--- config.mk ---
export PLATFORM = sky130hd
export DESIGN_NAME = truth_table_sweep
export DESIGN_NICKNAME = d
export VERILOG_FILES = /design/src/rtl/sweep_pkg.sv /design/src/rtl/settle_timer.sv /design/src/rtl/truth_table_sweep.sv
export SDC_FILE = /design/constraint.sdc
export NUM_CORES = 1
export LEC_CHECK = 0
export CAP_MARGIN = 40
export CORE_MARGIN = 2
export CORE_UTILIZATION = 54
export DETAILED_ROUTE_END_ITERATION = 7
export GPL_TIMING_DRIVEN = 0
export PLACE_DENSITY = 0.95
export SLEW_MARGIN = 20
export SYNTH_ARGS = -nofsm -noshare
export SYNTH_HDL_FRONTEND = slang
export SYNTH_HIERARCHICAL = 1
export SYNTH_SLANG_ARGS = --single-unit
--- constraint.sdc ---
create_clock -name clk -period 5.8 [get_ports clk]
set_input_delay 1.16 -clock clk [delete_from_list [all_inputs] [get_ports clk]]
set_output_delay 1.16 -clock clk [all_outputs]
set_load 0.02 [all_outputs]
--- src/rtl/sweep_pkg.sv ---
// rtl/sweep_pkg.sv - shared types and sizes for the truth-table sweep block
package sweep_pkg;

  typedef enum logic [1:0] {
    IDLE = 2'd0,
    HOLD = 2'd1,
    DONE = 2'd2
  } state_t;

  localparam int N_VECTORS = 16;
  localparam int IDX_W     = 4;
  localparam logic [IDX_W-1:0] LAST_IDX = IDX_W'(N_VECTORS - 1);

endpackage

--- src/rtl/settle_timer.sv ---
// rtl/settle_timer.sv - 4-bit loadable down-counter that sets how long each vector is held
module settle_timer (
  input  logic       clk,
  input  logic       rst,
  input  logic       load,
  input  logic [3:0] load_val,
  input  logic       dec,
  output logic       zero
);

  logic [3:0] count;

  always_ff @(posedge clk or posedge rst) begin
    if (rst) begin
      count <= 4'd0;
    end else if (load) begin
      count <= load_val;
    end else if (dec && (count != 4'd0)) begin
      count <= count - 4'd1;
    end
  end

  assign zero = (count == 4'd0);

endmodule

--- src/rtl/truth_table_sweep.sv ---
// rtl/truth_table_sweep.sv - drives all 16 input vectors to a 4-input circuit and checks its output
module truth_table_sweep
  import sweep_pkg::*;
#(
  parameter int unsigned SETTLE = 2
) (
  input  logic        clk,
  input  logic        rst,
  input  logic        start,
  input  logic        abort,
  input  logic [15:0] expected,
  input  logic        x,
  output logic        a,
  output logic        b,
  output logic        c,
  output logic        d,
  output logic        busy,
  output logic        done,
  output logic [15:0] table_out,
  output logic [4:0]  err_count,
  output logic [3:0]  first_err,
  output logic        pass
);

  localparam logic [3:0] SETTLE_V = 4'(SETTLE);

  state_t           state, state_nxt;
  logic [IDX_W-1:0] idx;
  logic             accept, sample, tmr_load, tmr_dec, tmr_zero, mismatch;

  settle_timer u_settle_timer (
    .clk      (clk),
    .rst      (rst),
    .load     (tmr_load),
    .load_val (SETTLE_V),
    .dec      (tmr_dec),
    .zero     (tmr_zero)
  );

  always_ff @(posedge clk or posedge rst) begin
    if (rst) state <= IDLE;
    else     state <= state_nxt;
  end

  // abort is only honoured in HOLD, so it beats the final sample but never a fresh start
  always_comb begin
    state_nxt = state;
    accept    = 1'b0;
    sample    = 1'b0;
    tmr_load  = 1'b0;
    tmr_dec   = 1'b0;
    case (state)
      IDLE: begin
        if (start) begin
          state_nxt = HOLD;
          accept    = 1'b1;
          tmr_load  = 1'b1;
        end
      end
      HOLD: begin
        if (abort) begin
          state_nxt = IDLE;
        end else if (!tmr_zero) begin
          tmr_dec = 1'b1;
        end else begin
          sample = 1'b1;
          if (idx == LAST_IDX) state_nxt = DONE;
          else                 tmr_load  = 1'b1;
        end
      end
      DONE:    state_nxt = IDLE;
      default: state_nxt = IDLE;
    endcase
  end

  assign mismatch = (x != expected[idx]);

  always_ff @(posedge clk or posedge rst) begin
    if (rst) begin
      idx       <= '0;
      table_out <= '0;
      err_count <= '0;
      first_err <= '0;
      pass      <= 1'b0;
    end else if (accept) begin
      idx       <= '0;
      table_out <= '0;
      err_count <= '0;
      first_err <= '0;
      pass      <= 1'b0;
    end else if (sample) begin
      table_out[idx] <= x;
      if (mismatch) begin
        err_count <= err_count + 5'd1;
        if (err_count == 5'd0) first_err <= idx;
      end
      // pass must include the mismatch being recorded on this same edge
      if (idx == LAST_IDX) pass <= (err_count == 5'd0) && !mismatch;
      else                 idx  <= idx + 1'b1;
    end
  end

  assign {a, b, c, d} = (state == HOLD) ? idx : '0;
  assign busy         = (state != IDLE);
  assign done         = (state == DONE);

endmodule

# Word level (Yosys, flattened, before mapping)
# Index checks and enable logic that the tools add are counted.
[totals] output_inout_bits=32 inputBits=21 elab_cells=79 reg_bits=36
[classes] n_lt_le_gt_ge=2 n_reduce_logical=19 eq_ne=8 muxes=40 add_sub_neg=3
[ops] operator="4-bit two-way mux" count=10
[ops] operator="16-bit two-way mux" count=2
[ops] operator="16-bit bitwise mux" count=1
[ops] operator="1-bit two-way mux" count=16
[ops] operator="5-bit two-way mux" count=3
[ops] operator="2-bit nonzero test" count=6
[ops] operator="2-bit two-way mux" count=4
[ops] operator="3-bit inequality test, second input constant" count=2
[ops] operator="2-bit AND reduction" count=3
[ops] operator="3-bit AND reduction" count=2
[ops] operator="5-bit by 1-bit adder with 5-bit output, second input constant" count=1
[ops] operator="5-bit zero test" count=1
[ops] operator="4-bit by 5-bit less-than comparator with 1-bit output, second input constant" count=1
[ops] operator="4-bit by 1-bit adder with 4-bit output, second input constant" count=1
[ops] operator="1-bit binary-select mux with 4-bit select" count=1
[ops] operator="1-bit demux with 4-bit select" count=1
[ops] operator="4-bit == test, second input constant" count=1
[ops] operator="4-bit by 1-bit greater-or-equal comparator with 1-bit output, second input constant" count=1
[ops] operator="4-bit zero test" count=1
[ops] operator="2-bit inequality test, second input constant" count=2
[ops] operator="2-bit case mux with 2 select lines" count=1
[ops] operator="4-bit nonzero test" count=1
[ops] operator="4-bit by 1-bit subtractor with 4-bit output, second input constant" count=1
[ops] operator="1-bit logical AND" count=3
[ops] operator="other kinds (6)" count=6

# Logic depth before layout (Yosys ltp)
# Gate-level depths: netlist of run 1.
[depth] word_depth=8 mapped_depth=11 mapped_depth_nobuf=9

# Modules after synthesis
# The synthesis of run 1 kept the hierarchy.
[modules_own_cells] module="truth_table_sweep" seq_area_each_um2=800.8 area_each_um2=1946.9 instances=1 cells_each=224
[modules_own_cells] module="settle_timer" seq_area_each_um2=100.1 area_each_um2=261.5 instances=1 cells_each=28

# Least setup slack after synthesis of run 1
# No wires, ideal clock.
[synth_path] path_type="input -> register" start="in abort" end="reg u_settle_timer.count[3]" setup_time_ns=0.126 t_arrival_ns=2.449 n_path_buf=1 t_required_ns=5.674 setup_slack_ns=3.225 stages=7 cell_sequence="nor3b_4 > and2_1 > nand2_1 > nand2_1 > clkbuf_1 > nor3_1 > a221o_1"
[synth_via] elab_cells_between_ends=7 cone_classes="5 x mux; 2 x reduce/logical"
[synth_lines] item="start: declaration" line_no="truth_table_sweep.sv:10" source="input logic abort,"
[synth_lines] item="1-bit two-way mux *" line_no="truth_table_sweep.sv:61" source="if (abort) begin"
[synth_lines] item="1-bit case mux with 2 select lines *" line_no="truth_table_sweep.sv:52" source="case (state)"
[synth_lines] item="via tmr_load" line_no="truth_table_sweep.sv:29" source="logic accept, sample, tmr_load, tmr_dec, tmr_zero, mismatch;"
[synth_lines] item="4-bit two-way mux / 2-bit nonzero test (equally long branches)"
[synth_lines] item="end signal: assignment" line_no="settle_timer.sv:17" source="count <= load_val;"
[synth_lines] item="end signal: assignment" line_no="settle_timer.sv:19" source="count <= count - 4'd1;"
[synth_lines] item="end: declaration" line_no="settle_timer.sv:11" source="logic [3:0] count;"
# Mark *: on every way through the listed nets, which the timed path passes. The rest lies on a longest branch.
# A chain may end at the register's enable or synchronous reset.

# Worst setup path after layout of run 1
[layout_path] start="reg idx[3]" end="out a"
[layout_via] elab_chain_cells=1
[layout_rtl] item="start: declaration" line_no="truth_table_sweep.sv:28" source="logic [IDX_W-1:0] idx;"
[layout_rtl] item="start signal: assignment" line_no="truth_table_sweep.sv:99" source="else idx <= idx + 1'b1;"
[layout_rtl] item="4-bit two-way mux" line_no="truth_table_sweep.sv:103" source="assign {a, b, c, d} = (state == HOLD) ? idx : '0;"
[layout_rtl] item="end: declaration" line_no="truth_table_sweep.sv:13" source="output logic a,"
# Every way passes these cells.

==> flow_summary.toml, run 1 <==
[run_status]
status = "completed"

[power]
share_comb_of_total_power_pct = 21.3
p_int_mw = 0.554
seqPwrFrac_pct = 37.5
p_sw_share_pct = 26.7
p_switching_mw = 0.202
p_leak_nw = 1.23
peakVddDrop_v = 0.000221
clock_power_share_pct = 41.2
powerDensity_nw_per_um2 = 256

[critical_path]
r2r-start = "u_settle_timer/count[0]$_DFFE_PP0P_"
cp.depth = 3
path_buf_inv = 2
crit_path_cell_trace = "clkbuf_1, and2_1, clkdlybuf4s50_1"
worstSetupEndpointType = "output port"
crit_required_ns = 4.64
slowest_delay_ns = 0.60
worstSetupPathType = "reg -> out"
regToRegEndpoint = "u_settle_timer/count[3]$_DFFE_PP0P_"
r2r_cells = 11
crit_path_start_kind = "flop"
cp_top_family = "buffers and inverters"
startpoint = "idx[3]$_DFFE_PP0P_"
critPathCapture = "a"
worstPathArrival_ns = 2.00
slowest_stage = "clkdlybuf4s50_1"
critPathMaxFanout = 10
reg2reg_slack_ns = 2.97

[placement]
place_congestion = 0.908
hpwl_microns = 3900
portBuffers = 51
dpl_cell_area_sq_um = 2790

[detailed_routing]
drc_errors = 0
drt_pre_antenna_iters = 4
drt-total-wl_microns = 5360
wl_met3_microns = 435
met2_wirelength_microns = 2610
routed-via-count = 2012
maxUsedRoutingLayer = "met4"
via_per_inst = 5.54
drt_iter0_drc = 86
final_antenna_net_count = 0
wl_per_cell_microns = 14.8
wl_met1_microns = 2280

[timing]
fin_skew_ns = 0.00932
setup_viol_count_final = 0
period_needed_ns = 3.16
fin_crit_sh_pct = 54.5
slew_violations = 0
tns_ns = 0
hold_viol = 0
slew_headroom_pct = 54.1
max_freq_mhz = 316
tightestPinTransition_ns = 0.688
grt_setup_unrepaired = "false"

[yosys]
synth_area_per_cell_sq_um = 8.76
synth_top_area_share_pct = 40.8
ys_warn_count = 6
syn-instance-count = 252
synth_area_sq_um = 2210
synthTopCellsByArea = "dfrtp_1, mux2i_1, nand2_1"
synth-seq-cells = 36
yosys.area.top_type = "dfrtp_1"
yosys.cell_types.count = 42
synth_seq_area_share_pct = 40.8

[global_routing]
antenna_found_initial = 0
overflow = 0
grt_usage_pct = 24.2
grt_max_degree = 33
grt_pass1_vias = 1776
grt_first_pass_wirelength_microns = 8290

[clock_tree]
clock-root-buffer = "clkbuf_8"
cts_tree = "built"
clock_path_buffers = 2
clock_sinks = 36
cts_resized = 0
post_cts.repair.setup_buffers = 0
cts_buffers = 5
ctsHoldBuffers = 0
h-tree-depth = 2
cts.clk_slew.worst_paths_ns = 0.08
clkLatencyLatePin_ns = 0.30

[floorplanning]
coreArea_sq_um = 3970
io_pins = 53
rows = 23
initial_core_util_pct = 55.6
die_h_microns = 68.0
dieArea_sq_um = 4620
die_x_microns = 68.0

[cells_and_area]
fin_nets = 340
final_cell_mix = "clkdlybuf4s50_1, nand2_1, dfrtp_1"
area_growth_pct = 33.5
final_common_cell = "clkdlybuf4s50_1"
drive_above_1_share_pct = 6.71
stdcell_area_sq_um = 2950
fin_util_pct = 74.2
antenna_cells = 0

[min_path]
min_path_type = "reg -> reg"

[flow_run]
cap_violations = 0
## layout make-up
cell class | instances | area (sq um)
Buffer | 16 | 68.8
Clock buffer | 5 | 68.8
Clock inverter | 3 | 90.1
Fill cell | 291 | 1020
Inverter | 11 | 41.3
Multi-Input combinational cell | 191 | 1200
Sequential cell | 36 | 901
Tap cell | 50 | 62.6
Timing Repair Buffer | 51 | 510
## synth_stat cells (all sizes together)
master / number
a31o: 1
a221o: 1
o22ai: 1
or3b: 1
and4: 1
and3: 4
a21oi: 19
nand2b: 1
nand3: 21
a31oi: 1
a21boi: 1
nand4: 1
and2: 8
or2: 1
and4b: 1
a2111o: 2
clkbuf: 14
nor3: 3
a2111oi: 1
ha: 7
inv: 11
conb: 2
mux2: 1
nor2b: 8
nand2: 47
nor3b: 3
xnor2: 3
a22oi: 4
o31a: 1
nor4b: 2
o21ai: 10
nor2: 13
buf: 2
mux2i: 19
dfrtp: 36
## power groups by stage
stage,Combinational [mW],Sequential (mW),Clock [mW]
6_report,0.161,0.283,0.312
5_1_grt,0.177,0.286,0.322
4_1_cts,0.162,0.283,0.314
3_5_place_dp,0.161,0.287,0
3_3_place_gp,0.153,0.286,0
2_1_floorplan,0.111,0.286,0
## logic make-up after synthesis
group / synth area share (%)
AND/OR/NAND/NOR: 26.5
AO/OA/AOI/OAI: 13.0
flip-flops: 40.8
buffers and inverters: 4.99
multiplexers: 9.29
adder cells (fa/ha/maj): 3.97
XOR/XNOR: 1.19
other: 0.340
## registers in the layout, indices dropped and copies added (netlist names)
name	flops
u_settle_timer/count	4
state	2
pass	1
first_err	4
idx	4
table_out	16
err_count	5
## stage by stage
| stage | hold slack, ns | instances | worst slack [ns] | power, mW |
|---|---|---|---|---|
| after global routing | 0.547 | 363 | 2.58 | 0.784 |
| after CTS | 0.527 | 363 | 2.66 | 0.760 |
| after detailed placement | 0.517 | 355 | 2.47 | 0.448 |
| final | 0.525 | 363 | 2.64 | 0.756 |
| after global placement | 0.516 | 355 | 2.53 | 0.439 |
| after floorplan | 0.546 | 254 | 3.23 | 0.397 |
## per-layer routing
| layer | track usage (%) | vias to the layer above |
|---|---|---|
| met5 | 0 | - |
| met4 | 5.75 | 0 |
| met3 | 6.25 | 4 |
| met2 | 43.0 | 73 |
| met1 | 29.2 | 960 |
| li1 | - | 975 |
## worst min-delay path, stage by stage (launching register included)
cell,delay [ns]
dfrtp_1,0.38
nand2_1,0.05
a21oi_1,0.06
## how the worst min path moves through the flow
stage | to | startpoint | depth (start not counted) | slack [ns]
2_1_floorplan | u_settle_timer/count[1]$_DFFE_PP0P_ | u_settle_timer/count[1]$_DFFE_PP0P_ | 2 | 0.55
4_1_cts | table_out[8]$_DFFE_PP0P_ | table_out[8]$_DFFE_PP0P_ | 2 | 0.53
3_3_place_gp | first_err[3]$_DFFE_PP0P_ | first_err[3]$_DFFE_PP0P_ | 2 | 0.52
3_5_place_dp | table_out[8]$_DFFE_PP0P_ | table_out[8]$_DFFE_PP0P_ | 2 | 0.52
5_1_grt | table_out[8]$_DFFE_PP0P_ | table_out[8]$_DFFE_PP0P_ | 2 | 0.55
6_report | table_out[8]$_DFFE_PP0P_ | table_out[8]$_DFFE_PP0P_ | 2 | 0.52
No activity file was read; power rests on OpenSTA's default activity.
==> inputs of run 2 (changes only) <==
--- a/config.mk
+++ b/config.mk
@@ -7,10 +7,10 @@
 export LEC_CHECK = 0
 export CAP_MARGIN = 40
 export CORE_MARGIN = 2
-export CORE_UTILIZATION = 54
+export CORE_UTILIZATION = 45
 export DETAILED_ROUTE_END_ITERATION = 7
 export GPL_TIMING_DRIVEN = 0
-export PLACE_DENSITY = 0.95
+export PLACE_DENSITY = 0.86
 export SLEW_MARGIN = 20
 export SYNTH_ARGS = -nofsm -noshare
 export SYNTH_HDL_FRONTEND = slang
==> constraint.sdc (replaced) <==
create_clock -name clk -period 2.7 [get_ports clk]
set_input_delay 0.54 -clock clk [delete_from_list [all_inputs] [get_ports clk]]
set_output_delay 0.54 -clock clk [all_outputs]
set_load 0.02 [all_outputs]
==> run 2 against run 1 <==
Effect of this change:
- combinational power increased by 110%
- total power increased by 110%
- non-clock buffer count decreased by 2
- critical path type is now reg -> reg
- critical endpoint is now err_count[4]$_DFFE_PP0P_
- highest routed layer unchanged
==> flow_summary.toml, run 2 (synthesized netlist as in run 1, its figures left out) <==
[floorplanning]
dieArea_sq_um = 5480
initial_core_util_pct = 46.8
coreArea_sq_um = 4720
die_h_microns = 74.1
io_pins = 53
rows = 25
die_x_microns = 74.1

[cells_and_area]
final_common_cell = "clkdlybuf4s50_1"
reg.largest.list = "table_out: 16 flops, err_count: 5 flops"
finalNonFillerCells = 378
fin_nets = 338
largest_reg_flops = 16
final_cell_mix = "clkdlybuf4s50_1, nand2_1, dfrtp_1"
area_growth_pct = 34.3
antenna_cells = 0
regMostFlops = "table_out"
fillCellCount = 400
drive_above_1_share_pct = 7.07

[global_routing]
grt_max_degree = 33
grt_pass1_vias = 1858
grt_usage_pct = 19.9
use_met2_pct = 36.2
grt_first_pass_wirelength_microns = 8310
grt.busiest_layer = "met2"
use_met3_pct = 4.47
antenna_found_initial = 0
met1_usage_pct = 23.1
overflow = 0

[timing]
slew_headroom_pct = 55.7
slew_violations = 0
period_needed_ns = 2.51
setup_viol_count_final = 0
hold_ws_ns = 0.479
fin_skew_ns = 0.00970
hold_viol = 0
setup_slack_ns = 0.189
max_freq_mhz = 398
grt_setup_unrepaired = "false"
fin_crit_sh_pct = 93.0
tightestPinTransition_ns = 0.664

[placement]
post-place-ws_ns = -0.102
hpwl_microns = 3800
portBuffers = 51
place_inst = 372
place_congestion = 0.757

[clock_tree]
clock-root-buffer = "clkbuf_8"
h-tree-depth = 2
post_cts.repair.setup_buffers = 0
ctsHoldBuffers = 0
cts_tree = "built"
clock_sinks = 36
clkLatencyLatePin_ns = 0.29
cts.clk_slew.worst_paths_ns = 0.07
cts_buffers = 5
clock_path_buffers = 2

[detailed_routing]
final_antenna_net_count = 0
drt-total-wl_microns = 5240
via_per_inst = 5.24
wl_per_cell_microns = 13.9
drc_errors = 0
routed-via-count = 1979
drt_pre_antenna_iters = 4
drt_iter0_drc = 127

[critical_path]
crit_path_start_kind = "flop"
crit_required_ns = 2.92
worstPathArrival_ns = 2.73
critPathMaxFanout = 10
worstSetupEndpointType = "flop"
worstSetupPathType = "reg -> reg"
r2r_cells = 9

[power]
finalPower_mw = 1.61
powerDensity_nw_per_um2 = 544
p_leak_nw = 1.22
peakVddDrop_v = 0.000265

[run_status]
status = "completed"

[flow_run]
cap_violations = 0

[min_path]
min_path_type = "in -> async"
run 2: final cells by class:
| cell class | count | area [sq um] | share of cell area [%] |
|---|---|---|---|
| Buffer | 14 | 61.3 | 2.07 |
| Tap cell | 67 | 83.8 | 2.83 |
| Sequential cell | 36 | 901 | 30.4 |
| Clock buffer | 5 | 68.8 | 2.32 |
| Timing Repair Buffer | 51 | 510 | 17.2 |
| Clock inverter | 3 | 90.1 | 3.04 |
| Multi-Input combinational cell | 191 | 1200 | 40.6 |
| Inverter | 11 | 45.0 | 1.52 |
run 2: stage by stage:
| step | area [sq um] | TNS, ns | utilization [%] |
|---|---|---|---|
| floorplan | 2220 | 0 | - |
| global placement | 2810 | 0 | 59.5 |
| detailed placement | 2810 | -0.102 | 59.5 |
| CTS | 2960 | 0 | 62.7 |
| global route | 2970 | 0 | 62.8 |
| finish | 2970 | 0 | 62.8 |
run 2: power by group:
part	total (mW)	switching (mW)	internal [mW]	leakage, nW
Sequential	0.607	0.0338	0.573	0.493
Clock	0.661	0.199	0.462	0.0784
Combinational	0.344	0.190	0.154	0.648
Total	1.61	0.423	1.19	1.22
run 2: path summary, 6_finish.rpt:
check,startpoint,endpoint,slack [ns]
max in group asynchronous,rst,table_out[11]$_DFFE_PP0P_,1.57
min in group clk,table_out[13]$_DFFE_PP0P_,table_out[13]$_DFFE_PP0P_,0.53
worst min register to register,table_out[13]$_DFFE_PP0P_,table_out[13]$_DFFE_PP0P_,0.53
worst min-delay path,rst,u_settle_timer/count[0]$_DFFE_PP0P_,0.48
worst max-delay path,u_settle_timer/count[0]$_DFFE_PP0P_,err_count[4]$_DFFE_PP0P_,0.19
worst max register to register,u_settle_timer/count[0]$_DFFE_PP0P_,err_count[4]$_DFFE_PP0P_,0.19
run 2: routing by layer:
layer  up-vias  wire, microns
met1       932           2200
met3         8            275
met4         0             65
met2        65           2700
met5         -              0
li1        974              -
run 2: repair_timing:
item,4_1_cts,5_1_grt
endpoints found under the hold margin,0,0
cloned,0,0
gates resized for setup,0,1
endpoints found under the setup margin,3,1
run 2: critical path, stage by stage (launching register included):
cell,delay (ns)
dfrtp_1,0.39
inv_1,0.10
ha_1,0.22
or3b_4,0.44
clkinvlp_4,0.16
and2_1,0.20
nand3_1,0.11
mux2_4,0.33
a2111o_1,0.39
o21ai_1,0.09
==> inputs of run 3 (changes only) <==
--- a/config.mk
+++ b/config.mk
@@ -6,11 +6,12 @@
 export NUM_CORES = 1
 export LEC_CHECK = 0
 export CAP_MARGIN = 40
+export CORE_ASPECT_RATIO = 0.6
 export CORE_MARGIN = 2
-export CORE_UTILIZATION = 45
+export CORE_UTILIZATION = 33
 export DETAILED_ROUTE_END_ITERATION = 7
 export GPL_TIMING_DRIVEN = 0
-export PLACE_DENSITY = 0.86
+export PLACE_DENSITY = 0.69
 export SLEW_MARGIN = 20
 export SYNTH_ARGS = -nofsm -noshare
 export SYNTH_HDL_FRONTEND = slang
==> run 3 against run 2 <==
Effect of this change:
- register-to-register slack better by 0.03 ns
- utilization decreased by 18 points
- first-iteration DRC count grew 1.6%
- clock skew decreased by 0.0070 ns
- largest cell class unchanged
- die area increased by 35%
==> flow_summary.toml, run 3 (synthesized netlist as in run 1, its figures left out) <==
[detailed_routing]
wl_per_cell_microns = 14.1
drt_iter0_drc = 129
drc_errors = 0
final_antenna_net_count = 0
routed-via-count = 1935
drt-total-wl_microns = 5610
drt_pre_antenna_iters = 4
via_per_inst = 4.86

[timing]
slew_violations = 0
slew_headroom_pct = 52.7
tightestPinTransition_ns = 0.708
setup_viol_count_final = 0
grt_setup_unrepaired = "false"
max_freq_mhz = 396
fin_skew_ns = 0.00269
hold_viol = 0
period_needed_ns = 2.53
tns_ns = 0
fin_crit_sh_pct = 93.6

[clock_tree]
clkLatencyLatePin_ns = 0.30
h-tree-depth = 2
clock-root-buffer = "clkbuf_8"
ctsHoldBuffers = 0
cts_buffers = 5
cts_tree = "built"
clock_sinks = 36
cts.clk_slew.worst_paths_ns = 0.07
clock_path_buffers = 2
post_cts.repair.setup_buffers = 0

[critical_path]
worstSetupPathType = "reg -> out"
critPathMaxFanout = 10
crit_path_start_kind = "flop"
cp.depth = 3
crit_required_ns = 2.16
slowest_stage = "clkdlybuf4s50_1"
worstSetupEndpointType = "output port"
slowest_delay_ns = 0.60
cp_top_family = "buffers and inverters"
crit_path_cell_trace = "clkbuf_1, and2_1, clkdlybuf4s50_1"
worstPathArrival_ns = 1.99
path_buf_inv = 2
r2r_cells = 9

[floorplanning]
die_x_microns = 110
die_h_microns = 67.4
io_pins = 53
rows = 23
coreArea_sq_um = 6560
initial_core_util_pct = 33.7
dieArea_sq_um = 7380

[cells_and_area]
final_cell_mix = "clkdlybuf4s50_1, nand2_1, dfrtp_1"
seq_area_sq_um = 901
fillCellCount = 648
largest_reg_flops = 16
final_common_cell = "clkdlybuf4s50_1"
area_growth_pct = 33.1
regMostFlops = "table_out"
finalNonFillerCells = 398
reg.largest.list = "table_out: 16 flops, err_count: 5 flops"
antenna_cells = 0
multiInputGateArea_sq_um = 1200
fin_nets = 338
fin_util_pct = 44.8
drive_above_1_share_pct = 6.75

[power]
p_leak_nw = 1.20
finalPower_mw = 1.43
powerDensity_nw_per_um2 = 487
peakVddDrop_v = 0.000292

[run_status]
status = "completed"

[flow_run]
cap_violations = 0

[global_routing]
overflow = 0
grt_pass1_vias = 1870
grt_usage_pct = 16.5
antenna_found_initial = 0
grt_first_pass_wirelength_microns = 9040
grt_max_degree = 33

[placement]
place_inst = 392
hpwl_microns = 4220
portBuffers = 51
place_congestion = 0.758

[min_path]
min_path_type = "in -> async"
==> run 3: cell count changes in the layout (fill, tap and decap cells not counted) <==
| cell | previous run | this run |
|---|---|---|
| bufinv_16 | 3 | 1 |
| clkbuf_1 | 12 | 13 |
| clkinv_2 | 0 | 1 |
==> run 3: per-stage QoR <==
step | cell area (sq um) | setup WS, ns | hold WS [ns]
after floorplan | 2220 | 0.250 | 0.306
after detailed placement | 2840 | -0.0806 | 0.513
final | 2940 | 0.173 | 0.468
after CTS | 2940 | 0.146 | 0.466
after global placement | 2840 | -0.0284 | 0.511
after global routing | 2940 | 0.0284 | 0.487
==> run 3: path summary, 6_finish.rpt <==
check                                                     from                                   to  slack [ns]
min reg2reg                          table_out[10]$_DFFE_PP0P_            table_out[10]$_DFFE_PP0P_        0.53
max reg2reg                u_settle_timer/count[0]$_DFFE_PP0P_             err_count[4]$_DFFE_PP0P_        0.22
max in group asynchronous                                  rst             first_err[2]$_DFFE_PP0P_        1.55
max                                         idx[3]$_DFFE_PP0P_                                    a        0.17
min                                                        rst  u_settle_timer/count[1]$_DFFE_PP0P_        0.47
min in group clk                     table_out[10]$_DFFE_PP0P_            table_out[10]$_DFFE_PP0P_        0.53
==> run 3: what timing repair did <==
action	in CTS	in global routing
endpoints found under the setup margin	2	7
endpoints found under the hold margin	0	0
gates resized for setup	0	1
==> run 3: final cells by class <==
class	count	area share (%)
Sequential cell	36	30.7
Clock inverter	2	1.19
Tap cell	87	3.70
Timing Repair Buffer	51	17.4
Clock buffer	6	2.47
Inverter	11	1.53
Buffer	14	2.09
Multi-Input combinational cell	191	41.0
==> run 3: report_power, final <==
group          internal (mW)  switching [mW]
clock                  0.274           0.207
sequential             0.573          0.0363
combinational          0.153           0.189
==> run 3: per-layer routing <==
metal,track usage (%),share of wire (%)
met1,24.1,51
met5,0,0
met2,23.1,40
met4,3.01,0.82
met3,6.18,8.7
